## src/rtl/alu_pkg.sv

```systemverilog
// Shared definitions for the ALU datapath and its controller.
package alu_pkg;

   // Opcode field width (instr[7:4]); fixed for every instance.
   localparam int unsigned OPW = 4;

   localparam logic [OPW-1:0] OP_NOP  = 4'd0;
   localparam logic [OPW-1:0] OP_ADD  = 4'd4;
   localparam logic [OPW-1:0] OP_SUB  = 4'd5;
   localparam logic [OPW-1:0] OP_NAND = 4'd8;
   localparam logic [OPW-1:0] OP_SHL  = 4'd9;
   localparam logic [OPW-1:0] OP_SHR  = 4'd10;

   typedef enum logic [2:0] {
      AM_NONE = 3'b000,
      AM_ADD  = 3'b001,
      AM_SUB  = 3'b010,
      AM_NAND = 3'b011,
      AM_SHL  = 3'b100,
      AM_SHR  = 3'b101
   } alu_mode_e;

   typedef enum logic [1:0] {
      S_IDLE   = 2'd0,
      S_DECODE = 2'd1,
      S_EXEC   = 2'd2,
      S_WB     = 2'd3
   } state_e;

endpackage

```

## src/rtl/alu_ctrl_if.sv

```systemverilog
// Instruction handshake, register-file and ALU control bundle.
interface alu_ctrl_if;

   logic [7:0] instr;
   logic       instr_valid;
   logic       instr_ready;
   logic [1:0] rf_ra;
   logic [1:0] rf_rb;
   logic [1:0] rf_wa;
   logic       rf_we;
   logic [2:0] alu_mode;
   logic       alu_z;
   logic       alu_n;
   logic       z_flag;
   logic       n_flag;
   logic       illegal;

   // Controller side
   modport slave (
      input  instr, instr_valid, alu_z, alu_n,
      output instr_ready, rf_ra, rf_rb, rf_wa, rf_we, alu_mode,
             z_flag, n_flag, illegal
   );

   // Instruction source / ALU side
   modport master (
      output instr, instr_valid, alu_z, alu_n,
      input  instr_ready, rf_ra, rf_rb, rf_wa, rf_we, alu_mode,
             z_flag, n_flag, illegal
   );

endinterface

```

## src/rtl/alu_decode.sv

```systemverilog
// Opcode decoder: ALU mode select, legality and write-back requirement.
module alu_decode
   import alu_pkg::*;
(
   input  logic [OPW-1:0] opcode_i,
   output alu_mode_e      alu_mode_o,
   output logic           legal_o,
   output logic           writes_rf_o
);

   // Map each opcode to its ALU mode; undefined opcodes are illegal and never write.
   always_comb begin
      alu_mode_o  = AM_NONE;
      legal_o     = 1'b1;
      writes_rf_o = 1'b1;
      case (opcode_i)
         OP_NOP:  writes_rf_o = 1'b0;
         OP_ADD:  alu_mode_o  = AM_ADD;
         OP_SUB:  alu_mode_o  = AM_SUB;
         OP_NAND: alu_mode_o  = AM_NAND;
         OP_SHL:  alu_mode_o  = AM_SHL;
         OP_SHR:  alu_mode_o  = AM_SHR;
         default: begin
            legal_o     = 1'b0;
            writes_rf_o = 1'b0;
         end
      endcase
   end

endmodule

```

## src/rtl/alu_ctrl.sv

```systemverilog
// Multi-cycle ALU controller: IDLE -> DECODE -> EXEC -> WB.
module alu_ctrl
   import alu_pkg::*;
(
   input  logic       clk,
   input  logic       rst,
   alu_ctrl_if.slave  bus
);

   state_e     state_q;
   logic [7:0] ir_q;
   logic       z_q;
   logic       n_q;

   alu_mode_e  dec_mode;
   logic       dec_legal;
   logic       dec_wr;
   logic       hs;

   // Decoding the latched IR keeps every control output a function of registers only.
   alu_decode u_dec (
      .opcode_i    (ir_q[7:4]),
      .alu_mode_o  (dec_mode),
      .legal_o     (dec_legal),
      .writes_rf_o (dec_wr)
   );

   assign hs = bus.instr_valid && (state_q == S_IDLE);

   // Sequencer: latch IR on handshake, capture flags at end of EXEC; reset aborts any op.
   always_ff @(posedge clk) begin
      if (rst) begin
         state_q <= S_IDLE;
         ir_q    <= '0;
         z_q     <= 1'b0;
         n_q     <= 1'b0;
      end else begin
         case (state_q)
            S_IDLE: begin
               if (hs) begin
                  ir_q    <= bus.instr;
                  state_q <= S_DECODE;
               end
            end
            S_DECODE: state_q <= dec_wr ? S_EXEC : S_IDLE;
            S_EXEC: begin
               z_q     <= bus.alu_z;
               n_q     <= bus.alu_n;
               state_q <= S_WB;
            end
            S_WB:    state_q <= S_IDLE;
            default: state_q <= S_IDLE;
         endcase
      end
   end

   // Write strobe and illegal pulse are state-decoded, so a reset edge cancels them at once.
   assign bus.instr_ready = (state_q == S_IDLE);
   assign bus.rf_ra       = ir_q[3:2];
   assign bus.rf_rb       = ir_q[1:0];
   assign bus.rf_wa       = ir_q[3:2];
   assign bus.rf_we       = (state_q == S_WB);
   assign bus.alu_mode    = (state_q == S_IDLE) ? AM_NONE : dec_mode;
   assign bus.illegal     = (state_q == S_DECODE) && !dec_legal;
   assign bus.z_flag      = z_q;
   assign bus.n_flag      = n_q;

endmodule

```

## src/flat_wrapper.sv

```systemverilog
// flat-port wrapper written by rule: the top's interface ports become plain ports
module alu_ctrl_flat import alu_pkg::*;
  (clk, rst, bus_instr, bus_instr_valid, bus_alu_z, bus_alu_n, bus_instr_ready, bus_rf_ra, bus_rf_rb, bus_rf_wa, bus_rf_we, bus_alu_mode, bus_z_flag, bus_n_flag, bus_illegal);
  alu_ctrl_if bus_i ();
  input  logic clk;
  input  logic rst;
  input wire logic [$bits(bus_i.instr)-1:0] bus_instr;
  input wire logic [$bits(bus_i.instr_valid)-1:0] bus_instr_valid;
  input wire logic [$bits(bus_i.alu_z)-1:0] bus_alu_z;
  input wire logic [$bits(bus_i.alu_n)-1:0] bus_alu_n;
  output wire logic [$bits(bus_i.instr_ready)-1:0] bus_instr_ready;
  output wire logic [$bits(bus_i.rf_ra)-1:0] bus_rf_ra;
  output wire logic [$bits(bus_i.rf_rb)-1:0] bus_rf_rb;
  output wire logic [$bits(bus_i.rf_wa)-1:0] bus_rf_wa;
  output wire logic [$bits(bus_i.rf_we)-1:0] bus_rf_we;
  output wire logic [$bits(bus_i.alu_mode)-1:0] bus_alu_mode;
  output wire logic [$bits(bus_i.z_flag)-1:0] bus_z_flag;
  output wire logic [$bits(bus_i.n_flag)-1:0] bus_n_flag;
  output wire logic [$bits(bus_i.illegal)-1:0] bus_illegal;
  assign bus_i.instr = bus_instr;
  assign bus_i.instr_valid = bus_instr_valid;
  assign bus_i.alu_z = bus_alu_z;
  assign bus_i.alu_n = bus_alu_n;
  assign bus_instr_ready = bus_i.instr_ready;
  assign bus_rf_ra = bus_i.rf_ra;
  assign bus_rf_rb = bus_i.rf_rb;
  assign bus_rf_wa = bus_i.rf_wa;
  assign bus_rf_we = bus_i.rf_we;
  assign bus_alu_mode = bus_i.alu_mode;
  assign bus_z_flag = bus_i.z_flag;
  assign bus_n_flag = bus_i.n_flag;
  assign bus_illegal = bus_i.illegal;
  alu_ctrl u_core (.clk(clk), .rst(rst), .bus(bus_i));
endmodule
```

## config.mk

```make
export PLATFORM = sky130hd
export DESIGN_NAME = alu_ctrl_flat
export DESIGN_NICKNAME = d
export VERILOG_FILES = /design/src/rtl/alu_pkg.sv /design/src/rtl/alu_ctrl_if.sv /design/src/rtl/alu_decode.sv /design/src/rtl/alu_ctrl.sv /design/src/flat_wrapper.sv
export SDC_FILE = /design/constraint.sdc
export NUM_CORES = 1
export LEC_CHECK = 0
export CAP_MARGIN = 20
export CELL_PAD_IN_SITES_DETAIL_PLACEMENT = 0
export CELL_PAD_IN_SITES_GLOBAL_PLACEMENT = 2
export CORE_MARGIN = 3
export CORE_UTILIZATION = 20
export CTS_CLUSTER_SIZE = 24
export DETAILED_ROUTE_END_ITERATION = 16
export MAX_ROUTING_LAYER = met4
export PLACE_DENSITY_LB_ADDON = 0.15
export SLEW_MARGIN = 20
export SYNTH_ARGS = -nofsm -noshare
export SYNTH_HDL_FRONTEND = slang
export SYNTH_SLANG_ARGS = --single-unit
```

## constraint.sdc

```tcl
create_clock -name clk -period 1 [get_ports clk]
set_input_delay 0.25 -clock clk [delete_from_list [all_inputs] [get_ports clk]]
set_output_delay 0.25 -clock clk [all_outputs]
set_load 0.01 [all_outputs]
```

==> results.yml, run 1 <==
critical_path:
  r2r_slack_ns: -0.22
  worstReg2RegEnd: "u_core.ir_q[5]"
  path_class: "flip-flop to output port"
  crit_path_end: "bus_alu_mode[1]"
  worstRegToRegCells: 5
  end_kind: "output port"
  cp.required_ns: 0.75
  arrival_ns: 1.20
  setup.worst_path.start: "u_core.ir_q[6]"
  cp-start-kind: "flip-flop"
  path_max_fanout: 4
routing:
  antenna_left: 0
  first_pass_iters: 3
  wl_per_cell_um: 10.3
  drt-total-wl_mm: 1.44
  vias: 593
  drcViolationCount: 0
  viasPerCell: 4.24
  drt_iter0_drc: 6
layout:
  fin_util_pct: 41.4
  nets: 123
  syn_to_final_growth_pct: 95.6
  antenna_cells: 0
  fin_cells: 140
  fill_cells: 299
  drive_gt1_share_pct: 60.6
placement:
  dp.cells: 130
  port_buffers: 26
  gp_congestion: 0.797
  hpwlAfterDp_mm: 1.10
power:
  leakagePower_nw: 0.499
  vdd_drop_max_mv: 0.583
  powerDensity_nw_per_um2: 1110
floorplanning:
  start_util_pct: 21.2
  die_w_um: 60.5
  design.die.area_sq_um: 3660
  core_area_sq_um: 2810
  ioPinCount: 27
  die_height_um: 60.5
  rows: 19
logic_synthesis:
  avgSynthCellArea_sq_um: 9.14
  ys_types: 21
  synth.area.mux_share_pct: 16.8
  synth_area_sq_um: 594
  synth_area_leaders: "dfxtp_1, mux2i_1, nor2_1, buf_4, nor3_1"
  synth-seq-cells: 12
  synth-compound-area-share_pct: 7.37
  synth-adder-area-share_pct: 0
  synthCells: 65
  seq_area_frac_synth_pct: 40.4
  synth_edf_count: 0
  synth-simple-area-share_pct: 22.9
  synth_top_family_by_area: "simple AND/OR/NAND/NOR gates"
  synth_ff_type: "dfxtp_1"
  syn_nets: 78
  yosysMostFrequentCell: "nor2_1"
  yosys_warnings: 0
  yosys.area.top_type: "dfxtp_1"
  synth_top_area_share_pct: 40.4
  synth_common_cells: "nor2_1, dfxtp_1, mux2i_1"
  synthXorXnorAreaFrac_pct: 1.47
  synthArstFlopShare_pct: 0
cts:
  clk_path_buf_depth: 2
  clock_latency_ns: 0.27
  cts_inserted_buffers: 3
  cts_root_buf: "clkbuf_4"
  clock_sinks: 12
  tritoncts: "built"
  h-tree-depth: 1
  clk_pin_slew_worst_paths_ns: 0.08
  hold_buffers: 0
grt:
  globalRouteOverflowTotal: 0
  grt_pass1_wl_mm: 2.42
  antenna_found_initial: 0
  track_usage_pct: 9.28
  grt_max_degree: 9
  grt_pass1_vias: 552
run_status:
  violations: "setup timing"
  status: "finished, violations left"
timing:
  maxSlewHeadroom_pct: 88.5
  finalCritPeriodShare_pct: 145
  setup_viol: 17
  fin_ws_ns: -0.455
  final-max-slew-violation-count: 0
  hold_viol_final: 0
  fin_crit_ns: 1.45
  tns_ns: -4.05
  clock.fmax_mhz: 687
  whs_ns: 0.419
  finalClockSkew_ns: 0.00585
  rsz0062_at_grt: "true"
  worst_pin_slew_ns: 0.171
worst_hold_path:
  min_path_type: "primary input to flip-flop"
run:
  cap_viol_max_count: 0
[cell families after synthesis]
| kind of cell | count (synthesis) |
|---|---|
| XOR/XNOR | 1 |
| AND/OR/NAND/NOR | 27 |
| multiplexers | 10 |
| flip-flops | 12 |
| buffers and inverters | 9 |
| AO/OA/AOI/OAI | 6 |
[stage by stage]
stage                     area, sq um  setup slack, ns  power, mW
after floorplan                   624           -0.110      0.703
after global placement            977           -0.573      0.852
after detailed placement          977           -0.606      0.854
after CTS                        1060           -0.471       1.27
after global routing             1160           -0.532       1.39
final                            1160           -0.455       1.29
[how the worst min path moves through the flow]
stage | startpoint | end | slack (ns) | cells past startpoint
after detailed placement | u_core.ir_q[1] | u_core.ir_q[1] | 0.50 | 2
after global placement | u_core.ir_q[1] | u_core.ir_q[1] | 0.48 | 2
after global routing | bus_instr_valid | u_core.state_q[0] | 0.41 | 3
after CTS | bus_instr_valid | u_core.state_q[0] | 0.41 | 3
final | bus_instr_valid | u_core.state_q[0] | 0.42 | 3
after floorplan | rst | u_core.state_q[0] | 0.33 | 1
[what timing repair did]
action | in CTS | in global routing
resized for setup | 83 | 20
pin swaps | 5 | 5
setup endpoints to repair | 25 | 25
buffers inserted | 5 | 3
[worst max-delay path: stages, from the launching register on]
cell	delay, ns
dfxtp_2	0.34
nand2b_4	0.15
o22a_1	0.20
nor3_2	0.09
buf_2	0.15
[flip-flops by register name (all words and copies together), names as in the netlist, named ones only]
| name | cells |
|---|---|
| u_core.bus.n_flag | 1 |
| u_core.ir_q | 8 |
| u_core.bus.z_flag | 1 |
| u_core.state_q | 1 |
[where the power goes]
| group | leakage, nW | switching (mW) | total [mW] | internal [mW] |
|---|---|---|---|---|
| combinational | 0.373 | 0.132 | 0.376 | 0.245 |
| sequential | 0.104 | 0.0353 | 0.542 | 0.507 |
| clock | 0.0210 | 0.155 | 0.376 | 0.221 |
| total | 0.499 | 0.322 | 1.29 | 0.972 |
[layer usage]
layer	vias to the layer above	track usage (%)	share of wire, %
li1	298	-	-
met1	277	11.4	46
met2	16	13.6	46
met3	2	2.98	7.1
met4	0	4.64	1.1
met5	-	-	0
[layout make-up]
type / instances / area [sq um] / area share, %
flip-flops and latches: 12 / 265 / 22.8
well taps: 31 / 38.8 / 3.34
multi-input cells: 44 / 364 / 31.3
repair buffers: 49 / 458 / 39.4
clock buffers: 4 / 36.3 / 3.12
[cell usage in the layout, fill, tap and decap left out, drive strengths merged]
cell,n
a211oi,1
a21oi,1
a22oi,1
and2,1
and2b,1
buf,37
clkbuf,4
clkdlybuf4s50,11
dfxtp,12
dlygate4sd2,1
mux2i,10
nand2,3
nand2b,2
nor2,13
nor2b,2
nor3,3
nor3b,1
o22a,1
o31ai,2
or2b,1
xnor2,1
Power figures use the tool's default switching activity.
==> run 2: changes to the inputs <==
--- a/config.mk
+++ b/config.mk
@@ -9,7 +9,7 @@
 export CELL_PAD_IN_SITES_DETAIL_PLACEMENT = 0
 export CELL_PAD_IN_SITES_GLOBAL_PLACEMENT = 2
 export CORE_MARGIN = 3
-export CORE_UTILIZATION = 20
+export CORE_UTILIZATION = 19
 export CTS_CLUSTER_SIZE = 24
 export DETAILED_ROUTE_END_ITERATION = 16
 export MAX_ROUTING_LAYER = met4
@@ -17,4 +17,5 @@
 export SLEW_MARGIN = 20
 export SYNTH_ARGS = -nofsm -noshare
 export SYNTH_HDL_FRONTEND = slang
+export SYNTH_HIERARCHICAL = 1
 export SYNTH_SLANG_ARGS = --single-unit
==> run 2 against run 1 <==
Effect of this change:
- the flow still finishes with violations (setup timing)
- worst hold slack got worse by 0.0026 ns
- critical path depth unchanged
- largest power group unchanged
- largest cell class is now multi-input gates
- sequential share of layout area decreased by 1.8 points
- maximum frequency decreased by 12%
- synthesized cell count increased by 15%
- clock skew decreased by 0.0040 ns
- first-iteration DRC count decreased by 17%
- count of clock-buffer cells in the layout unchanged
==> results.yml, run 2 <==
run_status:
  status: "finished, violations left"
  violations: "setup timing"
timing:
  final-max-slew-violation-count: 0
  setup_viol: 19
  finalClockSkew_ns: 0.00182
  fin_crit_ns: 1.65
  hold_viol_final: 0
  fin_ws_ns: -0.651
  whs_ns: 0.416
  clock.fmax_mhz: 606
  rsz0062_at_grt: "true"
  finalCritPeriodShare_pct: 165
  maxSlewHeadroom_pct: 91.4
  worst_pin_slew_ns: 0.126
logic_synthesis:
  synth_edf_count: 0
  ys_types: 22
  synth_common_cells: "nand2_1, dfxtp_1, a21oi_1"
  synth_area_sq_um: 614
  synthArstFlopShare_pct: 0
  synth-seq-cells: 12
  synthCells: 75
  avgSynthCellArea_sq_um: 8.19
  syn_nets: 88
  synth_area_leaders: "dfxtp_1, nand2_1, a21oi_1, buf_4, or3b_1"
  synth_ff_type: "dfxtp_1"
  synth_top_area_share_pct: 39.1
  yosysMostFrequentCell: "nand2_1"
  yosys.area.top_type: "dfxtp_1"
  yosys_warnings: 6
  seq_area_frac_synth_pct: 39.1
power:
  vdd_drop_max_mv: 0.449
  powerDensity_nw_per_um2: 1100
  leakagePower_nw: 0.492
layout:
  fin_util_pct: 40.3
  largest_register: "u_core/ir_q"
  drive_gt1_share_pct: 75.0
  seq_area_sq_um: 260
  final_common_cell: "buf_6"
  nets: 126
  most-common-layout-cells: "buf_6, clkdlybuf4s50_1, nand2_2"
  largest_reg_flops: 8
  fill_cells: 331
  syn_to_final_growth_pct: 102
  antenna_cells: 0
  multi_input_area_sq_um: 458
critical_path:
  cp.required_ns: 0.75
  end_kind: "output port"
  rr_startpoint: "u_core/state_q[0]"
  cp-start-kind: "flip-flop"
  path_max_fanout: 6
  setup.worst_path.start: "u_core/ir_q[7]"
  crit_chain: "or3b_4, a21oi_2, nor2b_4, buf_6"
  arrival_ns: 1.40
  cp_num_buf_inv: 1
  path_class: "flip-flop to output port"
  cpLargestDelayFamily: "simple AND/OR/NAND/NOR gates"
  critPathMaxStageDelay_ns: 0.39
  cpMaxStageDelayCell: "or3b_4"
floorplanning:
  design.die.area_sq_um: 3950
  core_area_sq_um: 3080
  start_util_pct: 20.0
  die_w_um: 62.9
  rows: 20
  die_height_um: 62.9
  ioPinCount: 27
placement:
  port_buffers: 26
  hpwlAfterDp_mm: 1.08
  dp_slack_ns: -0.809
  gp_congestion: 0.741
cts:
  tritoncts: "built"
  cts_inserted_buffers: 3
  h-tree-depth: 1
  hold_buffers: 0
  clock_sinks: 12
  clock_latency_ns: 0.27
  clk_path_buf_depth: 2
  cts_root_buf: "clkbuf_4"
  clk_pin_slew_worst_paths_ns: 0.08
routing:
  drt_iter0_drc: 5
  vias: 631
  drt-total-wl_mm: 1.66
  wl_per_cell_um: 10.6
  viasPerCell: 4.04
  drcViolationCount: 0
  first_pass_iters: 3
  antenna_left: 0
worst_hold_path:
  min_from: "bus_instr_valid"
  min_path_type: "primary input to flip-flop"
run:
  cap_viol_max_count: 0
grt:
  track_usage_pct: 8.62
  grt_pass1_wl_mm: 2.66
  grt_pass1_vias: 608
  antenna_found_initial: 0
  globalRouteOverflowTotal: 0
  grt_max_degree: 13
==> run 2: cell families (layout without fill, tap and decap cells) <==
kind of cell	Yosys count	in the layout	share of synthesized area (%)
simple gates	36	36	31.0
compound gates	14	14	12.2
flops	12	12	39.1
buf+inv	9	46	11.6
xor+xnor	2	2	2.85
mux	2	2	3.26
==> run 2: metrics by stage <==
step / instances / TNS [ns] / area (sq um) / total power [mW]
floorplan: 75 / -1.69 / 649 / 0.714
global placement: 146 / -9.27 / 981 / 0.856
finish: 156 / -4.51 / 1240 / 1.36
detailed placement: 146 / -9.24 / 981 / 0.854
CTS: 156 / -4.61 / 1140 / 1.32
global route: 156 / -5.71 / 1240 / 1.44
==> run 2: worst paths after layout <==
kind,cells past startpoint,end,slack (ns)
setup / recovery,4,bus_alu_mode[1],-0.65
hold / removal,3,u_core/state_q[0],0.42
setup reg to reg,6,u_core/ir_q[1],-0.19
hold reg to reg,2,u_core/ir_q[1],0.49
==> run 2: final cells by class <==
cell class              count  share of cell area [%]
clock buffers               4                    2.93
multi-input cells          54                    36.9
flip-flops and latches     12                    21.0
well taps                  44                    4.44
repair buffers             42                    34.7
==> run 2: tightest hold or removal path, delay by kind of cell <==
family        cells  cell delay (ns)
buf+inv           1             0.23
simple gates      2             0.16
==> run 2: routing by layer <==
metal / wire (um) / GRT usage [%]
met5: 0 / -
met4: 15 / 4.96
met3: 80 / 1.98
met1: 773 / 11.4
met2: 787 / 11.9
==> run 2: what timing repair did <==
| action | CTS | global route |
|---|---|---|
| gates resized for setup | 99 | 24 |
| setup endpoints to repair | 25 | 26 |
| setup buffers | 6 | 0 |
| pin swaps | 25 | 11 |
==> run 2: power by group <==
group	internal, mW	total, mW	leakage (nW)	switching [mW]
combinational	0.252	0.428	0.367	0.176
clock	0.221	0.395	0.0210	0.174
sequential	0.509	0.536	0.104	0.0265
total	0.983	1.36	0.492	0.376
==> run 3: changes to the inputs <==
--- a/config.mk
+++ b/config.mk
@@ -9,7 +9,7 @@
 export CELL_PAD_IN_SITES_DETAIL_PLACEMENT = 0
 export CELL_PAD_IN_SITES_GLOBAL_PLACEMENT = 2
 export CORE_MARGIN = 3
-export CORE_UTILIZATION = 19
+export CORE_UTILIZATION = 21
 export CTS_CLUSTER_SIZE = 24
 export DETAILED_ROUTE_END_ITERATION = 16
 export MAX_ROUTING_LAYER = met4
@@ -19,3 +19,4 @@
 export SYNTH_HDL_FRONTEND = slang
 export SYNTH_HIERARCHICAL = 1
 export SYNTH_SLANG_ARGS = --single-unit
+export TNS_END_PERCENT = 10
==> constraint.sdc (replaced) <==
create_clock -name clk -period 1.78 [get_ports clk]
set_input_delay 0.445 -clock clk [delete_from_list [all_inputs] [get_ports clk]]
set_output_delay 0.445 -clock clk [all_outputs]
set_load 0.01 [all_outputs]
==> run 3 against run 2 <==
Effect of this change:
- the run still ends with setup timing left
- non-clock buffer count fell by 7
- combinational power fell by 62%
- global-route usage is 0.45 points higher
- worst setup slack improved by 0.60 ns
- via count is 7.4% lower
- routed wire length is 9.4% lower
- total power down 54%
- worst hold slack improved by 0.041 ns
- cell area fell by 24%
- count of clock-buffer cells in the layout shrank 1
- sequential cell count did not move
- utilization down 4.7 points
- highest routed layer unchanged
==> results.yml, run 3 (synthesized netlist as in run 2, its figures left out) <==
routing:
  wl_per_cell_um: 11.2
  drt_iter0_drc: 1
  vias: 584
  viasPerCell: 4.36
  first_pass_iters: 3
  drcViolationCount: 0
  drt-total-wl_mm: 1.50
  antenna_left: 0
power:
  switching_share_pct: 26.5
  p_seq_share_pct: 47.6
  totalPowerFinal_mw: 0.623
  powerDensity_nw_per_um2: 664
  vdd_drop_max_mv: 0.405
  netSwitchingPower_mw: 0.165
  leakagePower_nw: 0.394
  clkPwrFrac_pct: 26.5
  p_int_mw: 0.458
  combPwrFrac_pct: 25.9
timing:
  finalCritPeriodShare_pct: 103
  fin_ws_ns: -0.0475
  tns_ns: -0.0969
  hold_viol_final: 0
  maxSlewHeadroom_pct: 69.3
  whs_ns: 0.457
  worst_pin_slew_ns: 0.460
  fin_crit_ns: 1.83
  clock.fmax_mhz: 547
  rsz0062_at_grt: "true"
  final-max-slew-violation-count: 0
  finalClockSkew_ns: 0.00173
  setup_viol: 3
layout:
  multi_input_area_sq_um: 322
  largest_register: "u_core/ir_q"
  syn_to_final_growth_pct: 52.7
  fin_util_pct: 35.6
  fin_cells: 134
  fill_cells: 289
  seq_area_sq_um: 248
  finalInstanceArea_sq_um: 938
  final_common_cell: "clkdlybuf4s50_1"
  nets: 119
  drive_gt1_share_pct: 24.0
  antenna_cells: 0
  most-common-layout-cells: "clkdlybuf4s50_1, nand2_1, a21oi_1"
  largest_reg_flops: 8
run:
  cap_viol_max_count: 0
placement:
  gp_congestion: 0.669
  port_buffers: 26
  dp.cells: 130
  placed_area_sq_um: 901
  dp_slack_ns: -0.233
  hpwlAfterDp_mm: 1.09
run_status:
  violations: "setup timing"
  status: "finished, violations left"
cts:
  clock_sinks: 12
  clk_pin_slew_worst_paths_ns: 0.07
  clock_latency_ns: 0.27
  cts_inserted_buffers: 3
  cts_root_buf: "clkbuf_4"
  h-tree-depth: 1
  clk_path_buf_depth: 2
  tritoncts: "built"
critical_path:
  critPathMaxStageDelay_ns: 0.37
  cp-start-kind: "flip-flop"
  cp.required_ns: 1.33
  end_kind: "output port"
  arrival_ns: 1.38
  crit_chain: "or3b_1, a21oi_1, nor2b_1, buf_2"
  path_max_fanout: 7
  setup.worst_path.start: "u_core/ir_q[7]"
  path_class: "flip-flop to output port"
  cpMaxStageDelayCell: "dfxtp_4"
  rr_startpoint: "u_core/state_q[0]"
floorplanning:
  die_height_um: 60.1
  ioPinCount: 27
  core_area_sq_um: 2640
  die_w_um: 60.1
  rows: 18
  design.die.area_sq_um: 3610
  start_util_pct: 23.3
grt:
  gr-usage-met3_pct: 1.94
  top_usage_layer: "met2"
  grt_util_met1_pct: 11.3
  grt_pass1_vias: 510
  antenna_found_initial: 0
  met2_usage_pct: 13.1
  grt_max_degree: 13
  grt_pass1_wl_mm: 2.30
  track_usage_pct: 9.07
  globalRouteOverflowTotal: 0
worst_hold_path:
  min_from: "u_core/ir_q[0]"
  min_path_type: "flip-flop to flip-flop"
[run 3: cell count changes in the layout (fill, tap and decap cells not counted), moves of 7 or more]
| cell | before | now |
|---|---|---|
| a21oi_1 | 1 | 11 |
| nand2_2 | 11 | 0 |
| a21oi_2 | 10 | 0 |
| dfxtp_1 | 0 | 8 |
| nand2_1 | 3 | 16 |
| dfxtp_2 | 10 | 3 |
| clkdlybuf4s50_1 | 11 | 20 |
| buf_6 | 21 | 0 |
[run 3: power groups by stage]
| stage | clock network [mW] | registers, mW | logic, mW |
|---|---|---|---|
| global route | 0.194 | 0.300 | 0.177 |
| detailed placement | 0 | 0.302 | 0.159 |
| floorplan | 0 | 0.304 | 0.0854 |
| CTS | 0.178 | 0.297 | 0.161 |
| global placement | 0 | 0.302 | 0.159 |
| finish | 0.165 | 0.297 | 0.162 |
[run 3: critical path: cells and delay by family (launching register included)]
kind                   cells  cell delay [ns]
AO/OA/AOI/OAI              1             0.13
buffers and inverters      1             0.13
flip-flops                 1             0.37
AND/OR/NAND/NOR            2             0.48
[run 3: what timing repair did]
item	CTS	global route
buffers inserted	1	0
setup endpoints to repair	5	5
resized for setup	23	3
gates cloned	0	0
hold buffers	0	0
pin swaps	1	1
[run 3: final timing paths]
kind,slack (ns),cells past startpoint,to
max,-0.05,4,bus_alu_mode[1]
min,0.46,2,u_core/ir_q[0]
max reg2reg,0.46,4,u_core/ir_q[6]
min reg2reg,0.46,2,u_core/ir_q[0]
[run 3: layer usage]
layer | vias up | share of wire [%] | wire length [um]
li1 | 303 | - | -
met1 | 265 | 47 | 703
met2 | 14 | 47 | 704
met3 | 2 | 5.3 | 80
met4 | 0 | 0.93 | 14
met5 | - | 0 | 0
[run 3: final cells by class]
type	count	area share, %
repair buffers	35	32.9
multi-input cells	54	34.3
clock buffers	3	2.40
flip-flops and latches	12	26.4
well taps	30	4.00
